### config.mk
export PLATFORM = sky130hd
export DESIGN_NAME = zjh_modn_counter
export DESIGN_NICKNAME = d
export VERILOG_FILES = /design/src/rtl/zjh_cnt_pkg.sv /design/src/rtl/zjh_cnt_tc.sv /design/src/rtl/zjh_modn_counter.sv
export SDC_FILE = /design/constraint.sdc
export NUM_CORES = 1
export LEC_CHECK = 0
export CAP_MARGIN = 0
export CORE_AREA = 10 10 47 49
export DETAILED_ROUTE_END_ITERATION = 10
export DIE_AREA = 0 0 57 59
export PLACE_DENSITY = 0.66
export RECOVER_POWER = 100
export SKIP_CTS_REPAIR_TIMING = 1
export SLEW_MARGIN = 0
export SYNTH_ARGS = -nofsm -noshare
export SYNTH_HDL_FRONTEND = slang
export SYNTH_HIERARCHICAL = 1
export SYNTH_SLANG_ARGS = --single-unit
### constraint.sdc
create_clock -name Clk -period 1.45 [get_ports Clk]
set_input_delay 0.29 -clock Clk [delete_from_list [all_inputs] [get_ports Clk]]
set_output_delay 0.29 -clock Clk [all_outputs]
set_load 0.01 [all_outputs]
### src/rtl/zjh_cnt_pkg.sv
// Shared types and helpers for the zjh mod-N counter family.
// Also used by the optional up/down build (macro ZJH_CNT_UPDOWN_EN).
package zjh_cnt_pkg;

    typedef enum logic {
        CNT_UP   = 1'b0,
        CNT_DOWN = 1'b1
    } cnt_mode_e;

    localparam int TERM_BITS = 17;

    function automatic int clog2(input int value);
        int result;
        result = 0;
        while ((1 << result) < value) begin
            result = result + 1;
        end
        return result;
    endfunction

    // Terminal value MODULUS-1, wide enough for WIDTH=16 with MODULUS=2**16.
    function automatic logic [TERM_BITS-1:0] term_value(input int modulus);
        return TERM_BITS'(modulus - 1);
    endfunction

endpackage

### src/rtl/zjh_cnt_tc.sv
// Combinational next-value and raw terminal-count decode for the mod-N counter.
// The down direction is exercised only when ZJH_CNT_UPDOWN_EN is defined at the top.
module zjh_cnt_tc
    import zjh_cnt_pkg::*;
#(
    parameter int WIDTH   = 4,
    parameter int MODULUS = 14
) (
    input  logic [WIDTH-1:0] q,
    input  cnt_mode_e        mode,
    output logic [WIDTH-1:0] cnt_next,
    output logic             tc_raw
);

    localparam logic [TERM_BITS-1:0] TERM_FULL = term_value(MODULUS);
    localparam logic [WIDTH:0]       TERM      = TERM_FULL[WIDTH:0];

    logic [WIDTH:0] q_ext;

    // Compare one bit wider so MODULUS == 2**WIDTH does not overflow.
    assign q_ext = {1'b0, q};

    always_comb begin
        cnt_next = q;
        tc_raw   = 1'b0;
        if (mode == CNT_UP) begin
            tc_raw = (q_ext == TERM);
            if (q_ext >= TERM) begin
                cnt_next = '0;
            end else begin
                cnt_next = q + 1'b1;
            end
        end else begin
            tc_raw = (q == '0);
            if ((q == '0) || (q_ext > TERM)) begin
                cnt_next = TERM[WIDTH-1:0];
            end else begin
                cnt_next = q - 1'b1;
            end
        end
    end

endmodule

### src/rtl/zjh_modn_counter.sv
// Parametrised 74HC161-style mod-N counter with load, CEP/CET and cascadable C.
// Define ZJH_CNT_UPDOWN_EN to add the UD direction input.
module zjh_modn_counter
    import zjh_cnt_pkg::*;
#(
    parameter int WIDTH   = 4,
    parameter int MODULUS = 14
) (
    input  logic             Clk,
    input  logic             MR,
    input  logic             PE_n,
    input  logic             CEP,
    input  logic             CET,
`ifdef ZJH_CNT_UPDOWN_EN
    input  logic             UD,
`endif
    input  logic [WIDTH-1:0] D,
    output logic [WIDTH-1:0] Q,
    output logic             C
);

    logic [WIDTH-1:0] q_reg;
    logic [WIDTH-1:0] q_next;
    logic [WIDTH-1:0] cnt_next;
    logic             tc_raw;
    cnt_mode_e        mode;

`ifdef ZJH_CNT_UPDOWN_EN
    assign mode = UD ? CNT_UP : CNT_DOWN;
`else
    assign mode = CNT_UP;
`endif

    zjh_cnt_tc #(
        .WIDTH   (WIDTH),
        .MODULUS (MODULUS)
    ) u_tc (
        .q        (q_reg),
        .mode     (mode),
        .cnt_next (cnt_next),
        .tc_raw   (tc_raw)
    );

    // Load beats counting; anything else holds.
    always_comb begin
        q_next = q_reg;
        if (!PE_n) begin
            q_next = D;
        end else if (CEP && CET) begin
            q_next = cnt_next;
        end
    end

    always_ff @(posedge Clk or negedge MR) begin
        if (!MR) begin
            q_reg <= '0;
        end else begin
            q_reg <= q_next;
        end
    end

    assign Q = q_reg;
    // CEP deliberately left out so a held lower stage can still enable the next one.
    assign C = CET & tc_raw;

endmodule

# --- Word level (Yosys, flattened, before mapping) ---
# Cells that the tools add are included.
op_classes:
  addsub: 1
  magnitude_cmp: 1
  eq_ne: 2
  mux: 3
  bitwise_logic: 1
  n_reduce_logical: 1
op_table:
  columns: ["op", "count"]
  rows:
  - ["2-to-1 mux 4 bit", 3]
  - ["adder 4 x 1 -> 4 bit, second input constant", 1]
  - ["== test 4 bit, second input constant", 1]
  - ["greater-or-equal comparator 4 bit, second input constant", 1]
  - ["inequality test 2 x 1 -> 1 bit, second input constant", 1]
  - ["AND 1 bit", 1]
  - ["logical AND 1 bit", 1]
totals:
  ff_bits: 4
  inputBits: 9
  output_inout_bits: 5
  word_cells: 10

# --- Logic depth before layout (Yosys ltp) ---
depth:
  ltp_word: 4
  ltp_mapped: 7
  depth_no_buf: 7

# --- Modules after synthesis ---
# The synthesis kept the hierarchy.
by_module_without_submodules:
  columns: ["mod", "n_inst", "cells_per_inst", "area_per_inst_um2", "seq_area_each_um2"]
  rows:
  - ["zjh_cnt_tc", 1, 38, 249.0, 0.0]
  - ["zjh_modn_counter", 1, 25, 230.2, 100.1]

# --- Worst setup path after synthesis ---
# Ideal clock, no wire load.
synth_timing:
  path_type: "register -> register"
  start: "register q_reg[0], in the netlist Q[0]"
  end: "register q_reg[2], in the netlist Q[2]"
  setup_ns: 0.082
  arrival_time_ns: 1.411
  t_required_ns: 1.368
  setup_slack_ns: -0.043
  path_stages_with_launch: 8
  n_path_buf: 0
  period_less_slack_ns: 1.493
  cell_sequence: "dfrtp_1 inv_1 ha_1 nor2b_1 o211ai_1 a32oi_1 nand3_1 a31oi_1"
synth_between:
  elab_chain_len: 4
  elab_cells_between_ends: 5
  cone_classes: "1 x add/sub; 1 x order compare; 3 x mux"
synth_rtl:
  columns: ["item", "line", "text"]
  rows:
  - ["from (decl)", "zjh_modn_counter.sv:22", "logic [WIDTH-1:0] q_reg;"]
  - ["from (signal assigned)", "zjh_modn_counter.sv:58", "q_reg <= q_next;"]
  - ["adder 4 x 1 -> 4 bit / greater-or-equal comparator 4 bit (equally long branches)", "zjh_cnt_tc.sv:31, zjh_cnt_tc.sv:28", null]
  - ["2-to-1 mux 4 bit *", "zjh_cnt_tc.sv:28", "if (q_ext >= TERM) begin"]
  - ["net cnt_next[2]", "zjh_modn_counter.sv:24", "logic [WIDTH-1:0] cnt_next;"]
  - ["2-to-1 mux 4 bit *", "zjh_modn_counter.sv:49", "end else if (CEP && CET) begin"]
  - ["2-to-1 mux 4 bit *", "zjh_modn_counter.sv:47", "if (!PE_n) begin"]
# The timed path passes the listed nets; every way through them passes the cells marked *. The select of a mux whose other input is x is not followed.
# A chain may end at the register's enable or synchronous reset.

# --- Worst setup path after layout ---
layout_timing:
  start: "register q_reg[1], in the netlist Q[1]"
  end: "output port C"
layout_between:
  elab_chain_len: 2
layout_rtl:
  columns: ["item", "line", "text"]
  rows:
  - ["== test 4 bit", "zjh_cnt_tc.sv:27", "tc_raw = (q_ext == TERM);"]
  - ["net tc_raw", "zjh_modn_counter.sv:25", "logic tc_raw;"]
  - ["AND 1 bit", "zjh_modn_counter.sv:64", "assign C = CET & tc_raw;"]
  - ["to (decl)", "zjh_modn_counter.sv:19", "output logic C"]
# The timed path passes the listed nets, and every way through them passes these cells.

==> summary.md <==
| Metric | Value |
|---|---|
| Critical Path AT | 1.28 ns |
| Switching Power | 218 uW |
| Logic gate share of total power | 52.5% |
| First-pass GRT wire length | 2220 um |
| Clk_skew | 0.000756 ns |
| Die ar. | 0.00336 sq mm |
| Iteration-0 DRC Markers | 43 |
| Reg power frac | 21.3% |
| Tmin final | 1.57 ns |
| Skew-Pair Late Insertion Delay | 0.25 ns |
| Initial antenna violation count | 0 |
| Vias in the first global route | 495 |
| Number of buffers created by CTS | 3 |
| Mean area per synthesized cell | 7.61 sq um |
| Antenna Nets Post-Route | 0 |
| Vias per cell | 5.35 |
| Crit start category | flop |
| Total track usage | 7.84% |
| RSZ-0062 raised after global routing | yes |
| CTS tree | yes |
| Number of synthesized flops with an enable pin | 0 |
| Worst setup path class | reg -> out |
| CTS Root Cell | clkbuf_4 |
| Worst setup margin | -0.120 ns |
| Cell taking the most area after synthesis | dfrtp_1 |
| Drt total wl | 1430 um |
| Pre-antenna DRT Iters | 5 |
| Fraction of layout cells with a size suffix above 1 | 33.3% |
| Num Clock Sinks | 4 |
| Failing checks | negative setup slack |
| Die height | 59 um |
| Slew Viols, Final | 0 |
| Synth cell types | 32 |
| Cell Chain, Critical Path | inv_2 -> ha_2 -> nand4_1 -> o31ai_1 -> and2_1 -> buf_2 |
| Worst Reg-to-Reg Cells | 8 |
| Share of the synthesized area in the top cell type | 20.9% |
| PortBufs | 13 |
| Ys Warns | 6 |
| Leak | 0.371 nW |
| DP Wirelength | 996 um |
| Via Count | 567 |
| Initial Utilization | 34.2% |
| CP max stage delay | 0.38 ns |
| Area Growth Syn to Fin | 66.6% |
| Critical Path RT | 1.16 ns |
| Largest net degree at the start of global routing | 12 |
| Final Hold Fails | 0 |
| Register area | 101 sq um |
| Filler cells | 130 |
| Max reg flops | 4 |
| Crit share post-route | 108% |
| Hold Path Class | in -> async |
| Max-cap viol count | 0 |
| Nets@finish | 103 |
| Final setup vio count | 4 |
| Power Dens Cells | 779 mW/mm^2 |
| Register area share after synthesis | 20.9% |
| I/O pin total | 14 |
| Core box area | 0.00140 sq mm |
| Die X | 57 um |
| Max stage delay cell, worst path | dfrtp_1 |
| Max Clk Rate | 0.637 GHz |
| H-tree Lvls | 1 |
| Synthesized cell area | 479 sq um |
| Max IR drop VDD | 0.286 mV |
| Area of the multi-input gates | 397 sq um |
| Maximum fanout along the worst path | 2 |
| Synth Instances | 63 |
| Area contributors post-synth | dfrtp_1, a21bo_1, ha_1, a31oi_1, nand3_1 |
| Outcome | complete, but fails checks |
| Pint | 404 uW |
| FP Rows | 14 |
| Ys flop type | dfrtp_1 |
| FFs w/ async S/R, synth | 100% |
| FF+latch count, synth | 4 |
| Sw Share | 35.1% |
| Gpl congestion | 0.825 |
| Antenna diodes | 0 |
| DR WL/cell | 13.5 um |
| DR DRC count | 0 |
| Congestion Overflow GR | 0 |
| Overall power | 622 uW |
| Clk pwr share | 26.2% |
| Clk buf depth | 2 |
| Post-Route Setup TNS | -0.234 ns |
| Reg clk slew, reported paths | 0.04 ns |
| Commonest non-fill, non-tap cells in the layout | buf_4, clkdlybuf4s50_1, nand3_1, nor2_1 |
| Worst hold margin | 0.308 ns |
| Most common cell after layout, fill and taps aside | buf_4 |
| Element type at the critical path end | output port |
-- area by class of cell --
cell class | instances | area share (%)
multi-input combinational | 52 | 49.7
timing repair buffer | 25 | 29.2
sequential | 4 | 12.7
clock buffer | 4 | 3.29
inverter | 5 | 2.66
tap | 16 | 2.51
-- synthesized netlist by cell type, drive strengths merged, types with 2 or more instances --
cell type,count
nor2,6
inv,5
nand3,5
a21bo,4
a21oi,4
a31oi,4
buf,4
dfrtp,4
ha,3
nand2,3
nor2b,2
o21ai,2
-- per-stage QoR --
step / instance area (sq um) / setup WS [ns] / util [%] / std cells
floorplan: 494 / 0.00710 / - / 66
global placement: 684 / -0.312 / 48.8 / 100
detailed placement: 684 / -0.316 / 48.8 / 100
CTS: 711 / -0.545 / 50.7 / 104
global route: 798 / -0.180 / 57.0 / 106
finish: 798 / -0.120 / 57.0 / 106
-- metal layers --
metal | track usage, % | vias to the layer above | routed length [um] | share of wire (%)
met5 | 0 | - | 0 | 0
met4 | 5.03 | 0 | 37 | 2.6
met3 | 0.858 | 6 | 84 | 5.9
met2 | 12.1 | 24 | 706 | 49
met1 | 10.0 | 259 | 601 | 42
li1 | - | 278 | - | -
-- final timing paths --
check | slack (ns) | startpoint | to
worst max-delay path | -0.12 | Q[1]$_DFFE_PN0P_ | C
max in group asynchronous | 0.97 | MR | Q[0]$_DFFE_PN0P_
worst min-delay path | 0.31 | MR | Q[1]$_DFFE_PN0P_
worst max register to register | -0.07 | Q[0]$_DFFE_PN0P_ | Q[2]$_DFFE_PN0P_
min in group Clk | 0.61 | D[2] | Q[2]$_DFFE_PN0P_
worst min register to register | 0.82 | Q[2]$_DFFE_PN0P_ | Q[2]$_DFFE_PN0P_
-- critical path: cells and delay by family (launching register included) --
family / cells / cell delay [ns]
AOI/OAI and AO/OA: 1 / 0.07
adders and majority gates: 1 / 0.17
buffers and inverters: 2 / 0.18
DFF: 1 / 0.38
and+or+nand+nor: 2 / 0.23
-- power by group through the flow --
| stage | Sequential, mW | Combinational (mW) | Clock, mW |
|---|---|---|---|
| final | 0.132 | 0.327 | 0.163 |
| after CTS | 0.131 | 0.272 | 0.161 |
| after global routing | 0.134 | 0.353 | 0.166 |
| after floorplan | 0.147 | 0.148 | 0 |
| after global placement | 0.133 | 0.271 | 0 |
| after detailed placement | 0.133 | 0.271 | 0 |
-- cells by family after synthesis --
| group | Yosys count | synth area share, % |
|---|---|---|
| buffers and inverters | 10 | 11.2 |
| adder cells (fa/ha/maj) | 3 | 7.83 |
| AND/OR/NAND/NOR | 21 | 22.5 |
| XOR/XNOR | 1 | 1.83 |
| other | 1 | 0.783 |
| flip-flops | 4 | 20.9 |
| AO/OA/AOI/OAI | 23 | 35.0 |
Note: power is estimated with default switching activity, not from simulation.
